## src/rtl/power_seq_pkg.sv

```systemverilog
// Shared definitions for the power-rail sequencer: widths, FSM state
// encoding and a saturating counter helper.
package power_seq_pkg;

    // Width of the step-delay / power-good timeout counter.
    localparam int CNT_W = 16;

    // Width of the rail index (supports up to 8 rails).
    localparam int IDX_W = 3;

    // FSM state encoding, kept as plain constants so the encoding stays
    // visible in legacy waveform viewers and netlists.
    typedef logic [2:0] state_t;

    localparam state_t ST_IDLE    = 3'd0;
    localparam state_t ST_UP_DLY  = 3'd1;
    localparam state_t ST_UP_WAIT = 3'd2;
    localparam state_t ST_ON      = 3'd3;
    localparam state_t ST_DN_DLY  = 3'd4;
    localparam state_t ST_FAULT   = 3'd5;

    // Down-count that sticks at zero instead of wrapping.
    function automatic logic [CNT_W-1:0] cnt_dec(input logic [CNT_W-1:0] c);
        return (c == '0) ? '0 : c - CNT_W'(1);
    endfunction

endpackage

```

## src/rtl/seq_sync2.sv

```systemverilog
// Two-flop synchroniser for level signals crossing into the sequencer
// clock domain. Each bit is synchronised independently; multi-bit inputs
// are treated as unrelated levels, not as a coherent bus.
module seq_sync2 #(
    parameter int W = 1
) (
    input  logic         clk,
    input  logic         rst,
    input  logic [W-1:0] d,
    output logic [W-1:0] q
);

    logic [W-1:0] meta;

    // Capture stage followed by the settling stage; both clear on reset.
    always_ff @(posedge clk or posedge rst) begin
        if (rst) begin
            meta <= '0;
            q    <= '0;
        end else begin
            // NOTE: non-blocking assignments so meta and q both update from
            // pre-edge values; blocking here would collapse the two flops.
            meta <= d;
            q    <= meta;
        end
    end

endmodule

```

## src/rtl/power_seq_ctrl.sv

```systemverilog
// Power-rail sequencer. Enables rails 0..NUM_RAILS-1 in order, spacing
// each enable by STEP_DLY cycles and requiring each rail's power-good
// within PG_TIMEOUT cycles before moving on. Power-down walks the rails
// in reverse with the same spacing. Any timeout or loss of power-good
// drops every rail at once and latches a fault until the request is
// withdrawn.
module power_seq_ctrl
    import power_seq_pkg::*;
#(
    parameter int               NUM_RAILS  = 4,
    parameter logic [CNT_W-1:0] STEP_DLY   = 16'd2500,
    parameter logic [CNT_W-1:0] PG_TIMEOUT = 16'd25000
) (
    input  logic                 SYSCLK,
    input  logic                 RESET,
    input  logic                 PWR_ON_REQ,
    input  logic [NUM_RAILS-1:0] RAIL_PG,
    output logic [NUM_RAILS-1:0] RAIL_EN,
    output logic                 SEQ_DONE,
    output logic                 SEQ_FAULT,
    output logic [IDX_W-1:0]     FAULT_RAIL
);

    localparam logic [IDX_W-1:0] LAST_IDX = IDX_W'(NUM_RAILS - 1);

    // Synchronised views of the asynchronous inputs; the FSM uses only these.
    logic                 req_s;
    logic [NUM_RAILS-1:0] pg_s;

    // Registered FSM state.
    state_t           state;
    logic [CNT_W-1:0] cnt;
    logic [IDX_W-1:0] idx;

    // Next-state values.
    state_t               state_nxt;
    logic [CNT_W-1:0]     cnt_nxt;
    logic [IDX_W-1:0]     idx_nxt;
    logic [NUM_RAILS-1:0] en_nxt;
    logic [IDX_W-1:0]     fault_rail_nxt;

    // Power-good decode.
    logic             pg_cur;   // power-good of the rail selected by idx
    logic             pg_all;   // every rail reports good
    logic [IDX_W-1:0] low_idx;  // lowest rail not reporting good

    seq_sync2 #(.W(1)) u_req_sync (
        .clk (SYSCLK),
        .rst (RESET),
        .d   (PWR_ON_REQ),
        .q   (req_s)
    );

    seq_sync2 #(.W(NUM_RAILS)) u_pg_sync (
        .clk (SYSCLK),
        .rst (RESET),
        .d   (RAIL_PG),
        .q   (pg_s)
    );

    assign pg_all = &pg_s;

    // Select the current rail's power-good and find the lowest failing rail.
    always_comb begin
        // NOTE: every variable gets a default before any branch so no path
        // leaves it unassigned, which would otherwise infer a latch.
        pg_cur  = 1'b0;
        low_idx = '0;
        for (int i = 0; i < NUM_RAILS; i++) begin
            if (IDX_W'(i) == idx) begin
                pg_cur = pg_s[i];
            end
        end
        // Scan downwards so the last hit, the lowest index, wins.
        for (int i = NUM_RAILS - 1; i >= 0; i--) begin
            if (!pg_s[i]) begin
                low_idx = IDX_W'(i);
            end
        end
    end

    // Sequencing FSM: next state, counter, rail index, enables and fault rail.
    always_comb begin
        state_nxt      = state;
        cnt_nxt        = cnt;
        idx_nxt        = idx;
        en_nxt         = RAIL_EN;
        fault_rail_nxt = FAULT_RAIL;

        case (state)
            ST_IDLE: begin
                en_nxt = '0;
                if (req_s) begin
                    state_nxt = ST_UP_DLY;
                    idx_nxt   = '0;
                    cnt_nxt   = STEP_DLY;
                end
            end

            ST_UP_DLY: begin
                if (!req_s) begin
                    // Abort: rail idx is not yet enabled, so power-down
                    // starts from the rail below it.
                    if (idx == '0) begin
                        state_nxt = ST_IDLE;
                        cnt_nxt   = '0;
                    end else begin
                        state_nxt = ST_DN_DLY;
                        idx_nxt   = idx - IDX_W'(1);
                        cnt_nxt   = STEP_DLY;
                    end
                end else if (cnt == '0) begin
                    for (int i = 0; i < NUM_RAILS; i++) begin
                        if (IDX_W'(i) == idx) begin
                            en_nxt[i] = 1'b1;
                        end
                    end
                    state_nxt = ST_UP_WAIT;
                    cnt_nxt   = PG_TIMEOUT;
                end else begin
                    cnt_nxt = cnt_dec(cnt);
                end
            end

            ST_UP_WAIT: begin
                // Power-good is tested before the timeout so a good arriving
                // on the last counted cycle still counts as success.
                if (pg_cur) begin
                    if (idx == LAST_IDX) begin
                        state_nxt = ST_ON;
                    end else begin
                        state_nxt = ST_UP_DLY;
                        idx_nxt   = idx + IDX_W'(1);
                        cnt_nxt   = STEP_DLY;
                    end
                end else if (cnt == '0) begin
                    state_nxt      = ST_FAULT;
                    en_nxt         = '0;
                    fault_rail_nxt = idx;
                end else if (!req_s) begin
                    // Rail idx is already enabled, so it is the first to go.
                    state_nxt = ST_DN_DLY;
                    cnt_nxt   = STEP_DLY;
                end else begin
                    cnt_nxt = cnt_dec(cnt);
                end
            end

            ST_ON: begin
                // A power-good loss outranks a simultaneous power-down request.
                if (!pg_all) begin
                    state_nxt      = ST_FAULT;
                    en_nxt         = '0;
                    fault_rail_nxt = low_idx;
                end else if (!req_s) begin
                    state_nxt = ST_DN_DLY;
                    idx_nxt   = LAST_IDX;
                    cnt_nxt   = STEP_DLY;
                end
            end

            ST_DN_DLY: begin
                // A renewed request is ignored here; IDLE picks it up once
                // every rail is off.
                if (cnt == '0) begin
                    for (int i = 0; i < NUM_RAILS; i++) begin
                        if (IDX_W'(i) == idx) begin
                            en_nxt[i] = 1'b0;
                        end
                    end
                    if (idx == '0) begin
                        state_nxt = ST_IDLE;
                    end else begin
                        idx_nxt = idx - IDX_W'(1);
                        cnt_nxt = STEP_DLY;
                    end
                end else begin
                    cnt_nxt = cnt_dec(cnt);
                end
            end

            ST_FAULT: begin
                en_nxt = '0;
                if (!req_s) begin
                    state_nxt = ST_IDLE;
                end
            end

            default: begin
                state_nxt = ST_IDLE;
                en_nxt    = '0;
                cnt_nxt   = '0;
                idx_nxt   = '0;
            end
        endcase
    end

    // State and output registers; status flags decode the next state so
    // they change on the same edge as the state itself.
    always_ff @(posedge SYSCLK or posedge RESET) begin
        if (RESET) begin
            state      <= ST_IDLE;
            cnt        <= '0;
            idx        <= '0;
            RAIL_EN    <= '0;
            SEQ_DONE   <= 1'b0;
            SEQ_FAULT  <= 1'b0;
            FAULT_RAIL <= '0;
        end else begin
            state      <= state_nxt;
            cnt        <= cnt_nxt;
            idx        <= idx_nxt;
            RAIL_EN    <= en_nxt;
            SEQ_DONE   <= (state_nxt == ST_ON);
            SEQ_FAULT  <= (state_nxt == ST_FAULT);
            FAULT_RAIL <= fault_rail_nxt;
        end
    end

endmodule

```

## config.mk

```make
export PLATFORM = sky130hd
export DESIGN_NAME = power_seq_ctrl
export DESIGN_NICKNAME = d
export VERILOG_FILES = /design/src/rtl/power_seq_pkg.sv /design/src/rtl/seq_sync2.sv /design/src/rtl/power_seq_ctrl.sv
export SDC_FILE = /design/constraint.sdc
export NUM_CORES = 1
export LEC_CHECK = 0
export ABC_CLOCK_PERIOD_IN_PS = 2200
export BUFFER_PORTS_ARGS = -buffer_cell sky130_fd_sc_hd__buf_2
export CAP_MARGIN = 20
export CORE_MARGIN = 2
export CORE_UTILIZATION = 50
export CTS_CLUSTER_SIZE = 30
export DETAILED_ROUTE_END_ITERATION = 12
export PLACE_DENSITY = 0.67
export REMOVE_ABC_BUFFERS = 1
export SETUP_SLACK_MARGIN = 0.02
export SLEW_MARGIN = 20
export SYNTH_ARGS = -nofsm -noshare
export SYNTH_HDL_FRONTEND = slang
export SYNTH_SLANG_ARGS = --single-unit
```

## constraint.sdc

```tcl
create_clock -name SYSCLK -period 2.2 [get_ports SYSCLK]
set_input_delay 0.44 -clock SYSCLK [delete_from_list [all_inputs] [get_ports SYSCLK]]
set_output_delay 0.44 -clock SYSCLK [all_outputs]
set_load 0.05 [all_outputs]
```

Word level (Yosys, flattened, before mapping)
Cells that the tools add are included.

cells by class
  add/subtract/negate cells = 3
  multiplexer cells = 62
  bitwise logic cells = 1
  reduce and logical (&&, ||, !) cells = 12
  eq/ne operators = 34

operators with widths
  kind                                                                     number
  16-bit 2-to-1 mux                                                        11
  16-bit one-hot mux with 6 select lines                                   1
  3-bit 2-to-1 mux                                                         25
  8-bit AND reduction                                                      5
  2-bit inequality test, second input constant                             18
  3-bit one-hot mux with 6 select lines                                    2
  4-bit 2-to-1 mux                                                         6
  16-bit zero test                                                         1
  4-bit one-hot mux with 4 select lines                                    1
  16-bit by 1-bit subtractor with 16-bit output, second input constant     1
  3-bit by 2-bit equality test with 1-bit output, second input constant    4
  1-bit 2-to-1 mux                                                         12
  12-bit 2-to-1 mux                                                        1
  3-bit equality test, second input constant                               3
  3-bit inequality test, second input constant                             3
  4-bit AND reduction                                                      2
  7-bit AND reduction                                                      1
  2-bit by 3-bit equality test with 1-bit output, first input constant     2
  3-bit zero test                                                          2
  3-bit one-hot mux with 2 select lines                                    1
  2-bit 2-to-1 mux                                                         2
  2-bit by 1-bit inequality test with 1-bit output, second input constant  2
  3-bit by 1-bit adder with 3-bit output, second input constant            1
  1-bit by 3-bit equality test with 1-bit output, first input constant     1
  other kinds (4)                                                          4

word-level totals
  logic and storage cells = 126
  output and inout port bits = 9
  bits of input ports = 7
  register bits = 41

Longest topological paths before layout
Gate-level depths: netlist (run 1).

  word-level depth = 8
  gate-level depth with buffers = 11
  depth with buffers taken out = 8

By module
A second synthesis (run 1) with hierarchy kept.

second synthesis, totals
  cells, all modules = 301
  area total of the unflattened synthesis = 2567.5 um^2

modules (own cells, without submodules)
  module                  cells an instance  area an instance (um^2)  sequential area each (um^2)  times used
  power_seq_ctrl          289                2309.7                   775.7                        1
  seq_sync2 (u_pg_sync)   9                  203.9                    200.2                        1
  seq_sync2 (u_req_sync)  3                  53.8                     50.0                         1

Least setup slack after synthesis (run 1)
OpenSTA, ideal clock, no wires.

  path kind = register to register
  start point = register idx[0]
  end point = register cnt[9]
  slack = -0.118 ns
  period minus slack after synthesis = 2.318 ns
  required time = 2.070 ns
  data arrival time = 2.188 ns
  stages on the path, launching flop included = 12
  library setup time = 0.130 ns
  buffers on the path = 3
  cell sequence = dfrtp_1 > ha_1 > ha_1 > or2_1 > a221o_1 > buf_6 > a22oi_2 > o21bai_1 > buf_2 > buf_2 > a2bb2oi_1 > o41ai_2

on the way
  word-level cells in the longest chain between the ends = 7
  elaborated cells between the ends (all ways) = 15
  those cells by class = eq/ne (7); mux (6); reduce/logical (2)

ends and longest elaborated chain
  element                                                                                         line                                         source
  start, declared                                                                                 power_seq_ctrl.sv:33                         logic [IDX_W-1:0] idx;
  start signal, assigned                                                                          power_seq_ctrl.sv:212                        idx <= idx_nxt;
  3-bit zero test                                                                                 power_seq_ctrl.sv:70, power_seq_ctrl.sv:171
  1-bit 2-to-1 mux (4 in a row)                                                                   power_seq_ctrl.sv:70                         if (IDX_W'(i) == idx) begin
  3-bit inequality test (no source line) or 16-bit 2-to-1 mux (tied branches)                     n/a
  7-bit AND reduction (no source line) or 16-bit one-hot mux with 6 select lines (tied branches)  n/a
  end signal, assigned                                                                            power_seq_ctrl.sv:211                        cnt <= cnt_nxt;
  end, declared                                                                                   power_seq_ctrl.sv:32                         logic [CNT_W-1:0] cnt;

Parallel ways exist; a longest one is shown, timed or not.
A chain may end at the register's enable or synchronous reset.

Worst setup path in the final report (run 1)
  start point = register idx[0]
  end point = register cnt[7]

on the way
  word-level cells in the longest chain between the ends = 7
  elaborated cells between the ends (all ways) = 17
  those cells by class = eq/ne (7); mux (8); reduce/logical (2)

ends and longest elaborated chain
  element                                                                                         line
  3-bit zero test                                                                                 power_seq_ctrl.sv:70, power_seq_ctrl.sv:104, power_seq_ctrl.sv:171
  1-bit 2-to-1 mux (4 in a row)                                                                   power_seq_ctrl.sv:70
  3-bit inequality test (no source line) or 16-bit 2-to-1 mux (tied branches)                     n/a
  7-bit AND reduction (no source line) or 16-bit one-hot mux with 6 select lines (tied branches)  n/a

Parallel ways exist; a longest one is shown, timed or not.

==> results.md, run 1 <==
* Setup violators final at 16
* Worst setup path category: flip-flop to flip-flop
* Critical Path Max Stage Delay at ~0.53 ns
* Cells along the critical path: buf_6 -> ha_4 -> a21oi_2 -> a221o_1 -> buf_6 -> and2_4 -> a31oi_1 -> or4_1 -> a22o_1
* Share of cells above drive strength 1 at 0.3815
* Post-Synthesis Cells at slightly below 300
* Leakage Power at roughly 1.6 nW
* End of the critical path: cnt[7]
* Max_slew headroom at 0.6412
* Placer Congestion at approximately 0.95
* R2R setup slack at -0.09 ns
* Most frequent CP cell: buf_6
* Total power at 4.435 mW
* Die X at roughly 77 um
* CP Max Fanout at 5
* Final period utilization at 1.042
* Slew of the pin with the lowest slew margin at around 0.54 ns
* Initial antenna violation count at 0
* Count of pins over their slew limit at 0
* EDFF count, synth at 0
* Clock-pin slew on the worst setup and hold paths at about 0.08 ns
* Clock Path Buffers at 2
* Unrepaired setup endpoints after global routing: true
* CTS tree: done
* CP Data Arrival Time at 2.48 ns
* Htree depth at 2
* Cts hold-fix bufs at 0
* Mapped Area at about 2600 sq um
* DIE HEIGHT at between 70 and 80 um
* Clock insertion delay at the later pin of the skew report at roughly 0.30 ns
* CP required at around 2.4 ns
* Final ANT Viol Nets at 0
* Initial Util at 0.5181
* Max-cap violations at 0
* Total die area at between 5000 and 6000 sq um
* P&R area growth vs syn at 35.41%
* Setup slack after layout at -0.09145 ns
* Clock sink count at 41
* Worst reg2reg startpoint: idx[0]
* Dpl hpwl at 5421 um
* Total track usage at 0.2667
* Final min period at approximately 2.3 ns
* CP startpoint kind: flip-flop
* Fmax at between 0.4 and 0.5 GHz
* Area leader, netlist: dfrtp_1
* FFs w/ async S/R, synth at 1.000
* Buffers added on ports at 15
* DRT iter0 DRCs at between 200 and 250
* Reg2reg end: cnt[7]
* Ys Warns at 0
* Crit path launch: idx[0]
* Nets at between 300 and 400
* Synth unique cells at 63
* Clk root buf: clkbuf_8
* Prevailing post-synth register cell: dfrtp_1
* DP Worst Slack at -0.1410 ns
* Register area share after synthesis at 0.3877
* Num rows at 26
* First-pass GRT wire length at 12650 um
* Number of diodes at 0
* Detailed-route via count at 2639
* Failing checks: negative setup slack
* Worst path slowest cell: or4_1
* Overflow after GRT at 0
* Drt pass-1 iters at 5
* Pwr Density at 1238 nW/um^2
* Syn Area/Cell at approximately 9 sq um
* I/O pins at 16
* Clock Skews at about 0.0053 ns
* Setup crit end kind: flip-flop
* Drt drc at 0
* FF+latch count, synth at around 40
* Outcome: complete, but fails checks
* Vias in the first global route at around 2.6k
* Cts bufs inserted at 5
* Synth top area cells: dfrtp_1, o21ai_0, a21oi_1
* Synth top area share at 0.3877
* Drt wl/cell at ~18 um
* Peak supply drop at a little under 0.8 mV
* Drt via density at slightly above 6
* Final WL at 7669 um
* Final hold violation count at 0
* FF-to-FF path depth at 9
* Total core area at approximately 5100 sq um
* Hold Crit Class: input port to flip-flop
* Pin count of the biggest net entering global routing at 42
per-stage QoR:
step	TNS [ns]	cells	instance area [sq um]	utilization	hold slack, ns
finish	-0.8180	437	3583	0.7016	0.2425
floorplan	-3.627	277	2564	-	0.3312
CTS	-0.1801	435	3440	0.6734	0.2448
global route	-2.685	437	3583	0.7016	0.2285
global placement	-0.8170	426	3219	0.6303	0.3320
detailed placement	-1.623	426	3219	0.6303	0.3365
placed cells by master (no fill, tap or decap), types with 5 or more instances in the layout:
cell type / n
nor2b_1: 9
o21ai_0: 14
or3_1: 5
nor2_1: 19
o21ai_1: 10
buf_2: 15
a21oi_1: 18
a21oi_2: 6
nand2b_1: 6
buf_6: 7
a22o_1: 8
buf_4: 59
dfrtp_1: 41
nand2_1: 20
o21ai_2: 5
nor3_1: 7
clkbuf_8: 5
inv_1: 10
final cells by class:
class                   instances  area [sq um]
repair buffers                 82         616.8
multi-input cells             224          1715
well taps                      70         87.58
fillers                       394          1524
inverters                      12         47.55
clock inverters                 3         21.27
clock buffers                   5         68.82
flip-flops and latches         41          1026
registers in the layout, summed over array words and instances, names as in the netlist:
signal           flops
cnt                 16
RAIL_EN              4
u_pg_sync.meta       4
u_pg_sync.q          4
FAULT_RAIL           3
idx                  3
state                3
SEQ_DONE             1
SEQ_FAULT            1
u_req_sync.meta      1
u_req_sync.q         1
critical path, delay by kind of cell (launching register included):
| kind | cells | cell delay (ns) |
|---|---|---|
| AND/OR/NAND/NOR | 2 | 0.68 |
| AO/OA/AOI/OAI | 4 | 0.64 |
| flip-flops | 1 | 0.41 |
| buffers and inverters | 2 | 0.29 |
| adder cells (fa/ha/maj) | 1 | 0.16 |
repair_timing:
item                       CTS  global route
setup endpoints to repair   24            31
gates cloned                 0             0
buffers inserted             1             2
pin swaps                   13            17
gates resized for setup     37            33
power breakdown:
part           internal [mW]  switching, mW
combinational           1.39           1.53
sequential             0.888          0.118
clock                  0.225          0.282
total                   2.51           1.93
layer usage:
layer	share of wire	global-route usage	vias up
met3	0.068	0.06235	21
met1	0.45	0.3773	1256
met5	0	0	-
met2	0.46	0.4044	123
met4	0.025	0.08364	0
li1	-	-	1239
logic make-up (layout without fill, tap and decap cells):
group,after synthesis,after routing,synth area share
flip-flops,41,41,0.3877
buffers and inverters,28,102,0.04822
multiplexers,2,2,0.008510
adder cells (fa/ha/maj),8,8,0.03783
AND/OR/NAND/NOR,102,102,0.2151
AO/OA/AOI/OAI,108,108,0.2894
XOR/XNOR,4,4,0.01324
cells in the mapped netlist (3+ instances only):
library cell   n
and4_1         3
o211ai_1       4
buf_2          4
nand2_1       21
dfrtp_1       41
nor3_1         8
nand2b_1       6
o21ai_0       29
clkbuf_1       6
and3_1         5
a22oi_1        3
nor4_1         4
nand4_1        3
nor2b_1        9
o22a_1         4
ha_1           8
a21oi_1       24
nand3_1        5
nor2_1        19
or3_1          5
and2_1         3
o221ai_1       3
a22o_1         8
a2bb2oi_1      3
inv_1         12
worst min-delay path by stage:
stage	start	end	depth (start not counted)
2_1_floorplan	u_pg_sync.meta[0]	u_pg_sync.q[0]	0
3_3_place_gp	u_pg_sync.meta[3]	u_pg_sync.q[3]	0
3_5_place_dp	u_pg_sync.meta[3]	u_pg_sync.q[3]	0
6_report	RAIL_PG[0]	u_pg_sync.meta[0]	1
4_1_cts	RAIL_PG[0]	u_pg_sync.meta[0]	1
5_1_grt	RAIL_PG[0]	u_pg_sync.meta[0]	1
No activity file was read; power rests on OpenSTA's default activity.
==> run 2: changes to the inputs <==
--- a/config.mk
+++ b/config.mk
@@ -5,14 +5,14 @@
 export SDC_FILE = /design/constraint.sdc
 export NUM_CORES = 1
 export LEC_CHECK = 0
-export ABC_CLOCK_PERIOD_IN_PS = 2200
+export ABC_CLOCK_PERIOD_IN_PS = 2900
 export BUFFER_PORTS_ARGS = -buffer_cell sky130_fd_sc_hd__buf_2
 export CAP_MARGIN = 20
 export CORE_MARGIN = 2
-export CORE_UTILIZATION = 50
+export CORE_UTILIZATION = 40
 export CTS_CLUSTER_SIZE = 30
 export DETAILED_ROUTE_END_ITERATION = 12
-export PLACE_DENSITY = 0.67
+export PLACE_DENSITY = 0.53
 export REMOVE_ABC_BUFFERS = 1
 export SETUP_SLACK_MARGIN = 0.02
 export SLEW_MARGIN = 20
==> constraint.sdc (replaced) <==
create_clock -name SYSCLK -period 2.9 [get_ports SYSCLK]
set_input_delay 0.58 -clock SYSCLK [delete_from_list [all_inputs] [get_ports SYSCLK]]
set_output_delay 0.58 -clock SYSCLK [all_outputs]
set_load 0.05 [all_outputs]
==> results.md, run 2 (synthesized netlist as in run 1, its figures left out) <==
* Outcome: finished clean
* Placed cells at 380 (-11%)
* Final ANT Viol Nets at 0 (unchanged)
* Dpl hpwl at 5134 um (-5.3%)
* DIE HEIGHT at 85.34 um (+11%)
* Drt wl/cell at 17.71 um (+0.91%)
* Pwr Density at 921.6 nW/um^2 (-26%)
* Total die area at 7282 sq um (+24%)
* Initial Util at 0.4144 (-0.1037)
* Max-cap violations at 0 (unchanged)
* First-pass GRT wire length at 11410 um (-9.8%)
* Cells along the critical path: ha_1 -> ha_1 -> or2_1 -> a221o_1 -> buf_4 -> a22oi_4 -> or2_0 -> o221ai_1
* Die X at 85.34 um (+11%)
* Count of pins over their slew limit at 0 (unchanged)
* Num rows at 29 (+12%)
* Fmax at 0.3823 GHz (-12%)
* CP Max Fanout at 8 (+3)
* CTS tree: done
* Total track usage at 0.1999 (-0.06684)
* Max_slew headroom at 0.5247 (-0.1165)
* GR Util met3 at 0.02626 (-0.03609)
* CP Buf/Inv Count at 1 (-1)
* Share of cells above drive strength 1 at 0.1511 (-0.2303)
* Final WL at 6871 um (-10%)
* Unrepaired setup endpoints after global routing: false
* Clock sink count at 41 (unchanged)
* Setup violators final at 0 (-16)
* Final hold violation count at 0 (unchanged)
* Pin count of the biggest net entering global routing at 24 (-43%)
* Drt pass-1 iters at 5 (unchanged)
* Initial antenna violation count at 0 (unchanged)
* Cts bufs inserted at 5 (unchanged)
* Clk root buf: clkbuf_8
* Max FFs per register at 16 (unchanged)
* I/O pins at 16 (unchanged)
* Placer Congestion at 0.8986 (-5.3%)
* Clock-pin slew on the worst setup and hold paths at 0.09 ns (about the same)
* Buffers added on ports at 15 (unchanged)
* Met1 usage at 0.2903 (-0.08692)
* Nets at 325 (-15%)
* Clock insertion delay at the later pin of the skew report at 0.31 ns (about the same)
* Hold Crit Class: input port to asynchronous set/reset pin
* Final min period at 2.616 ns (+0.3241 ns)
* Cts hold-fix bufs at 0 (unchanged)
* Final period utilization at 0.9019 (-0.1397)
* Critical Path Max Stage Delay at 0.42 ns (-0.11 ns)
* Setup TNS at 0 ns (+0.8180 ns)
* Setup slack after layout at 0.2845 ns (+0.3759 ns)
* Peak supply drop at 0.4385 mV (-43%)
* Overflow after GRT at 0 (unchanged)
* P&R area growth vs syn at 11.06%
* Met2 usage at 0.2990 (-0.1054)
* CP startpoint kind: flip-flop
* Fillers at 626 (+59%)
* Most common cell after layout, fill and taps aside: dfrtp_1
* FF+latch area at 1026 sq um (unchanged)
* Crit path max-delay family: compound AO/OA/AOI/OAI gates
* Htree depth at 2 (unchanged)
* Setup crit end kind: flip-flop
* Detailed-route via count at 2321 (-12%)
* Clock Skews at 0.006784 ns (+0.001476 ns)
* DP Worst Slack at 0.3188 ns (+0.4598 ns)
* Drt drc at 0 (unchanged)
* Drt via density at 5.982 (-0.94%)
* CP Data Arrival Time at 2.79 ns (+0.31 ns)
* Most frequent CP cell: ha_1
* Top reg by flops: cnt
* CP required at 3.08 ns (+0.69 ns)
* Total core area at 6386 sq um (+25%)
* GR peak layer: met2
* Area of the multi-input gates at 1499 sq um (-13%)
* Number of diodes at 0 (unchanged)
* Commonest non-fill, non-tap cells in the layout: dfrtp_1, o21ai_0, a21oi_1
* Worst setup path category: flip-flop to flip-flop
* Leakage Power at 1.298 nW (-20%)
* DRT iter0 DRCs at 246 (+8.8%)
* Vias in the first global route at 2224 (-15%)
* Non-Filler Instances at 388 (-11%)
* Slew of the pin with the lowest slew margin at 0.7085 ns (+0.1724 ns)
* Worst path slowest cell: dfrtp_1
* Clock Path Buffers at 2 (unchanged)
[run 2: repair_timing]
action	in CTS	in global routing
setup buffers	0	0
gates resized for setup	0	1
setup endpoints to repair	0	1
[run 2: final timing paths]
| kind | cells past startpoint | slack, ns | end | from |
|---|---|---|---|---|
| worst min-delay path | 2 | 0.28 | u_pg_sync.meta[3] | RESET |
| min in group SYSCLK | 0 | 0.35 | u_pg_sync.q[0] | u_pg_sync.meta[0] |
| worst min register to register | 0 | 0.35 | u_pg_sync.q[0] | u_pg_sync.meta[0] |
| worst max-delay path | 8 | 0.28 | cnt[4] | idx[0] |
| worst max register to register | 8 | 0.28 | cnt[4] | idx[0] |
| max in group asynchronous | 3 | 1.92 | cnt[11] | RESET |
[run 2: where the power goes]
| group | leakage, nW | internal, mW | switching, mW |
|---|---|---|---|
| Sequential | 0.529 | 0.673 | 0.129 |
| Clock | 0.0543 | 0.258 | 0.226 |
| Combinational | 0.714 | 0.562 | 0.861 |
| Total | 1.30 | 1.49 | 1.22 |
[run 2: layer usage]
metal	vias to the layer above	part of all wire
met1	1108	0.49
met3	12	0.046
met5	-	0
met2	71	0.45
li1	1130	-
met4	0	0.019
[run 2: area by class of cell]
cell class / instances / area share
multi-input cells: 224 / 0.5100
flip-flops and latches: 41 / 0.3491
repair buffers: 26 / 0.05364
well taps: 77 / 0.03278
clock buffers: 5 / 0.02341
clock inverters: 3 / 0.01575
inverters: 12 / 0.01533
[run 2: stage by stage]
| stage | util | instance area (sq um) | power [mW] | hold slack (ns) |
|---|---|---|---|---|
| floorplan | - | 2564 | 1.804 | 0.3312 |
| global placement | 0.4412 | 2818 | 2.218 | 0.3321 |
| detailed placement | 0.4412 | 2818 | 2.213 | 0.3347 |
| CTS | 0.4592 | 2933 | 2.708 | 0.2973 |
| global route | 0.4602 | 2939 | 2.934 | 0.3271 |
| finish | 0.4602 | 2939 | 2.709 | 0.2847 |
[run 2: worst reg2reg max path: cells and delay by family (launching register included)]
family | cells | cell delay, ns
compound gates | 3 | 0.81
simple gates | 2 | 0.61
fa+ha+maj | 2 | 0.43
flops | 1 | 0.42
buf+inv | 1 | 0.20
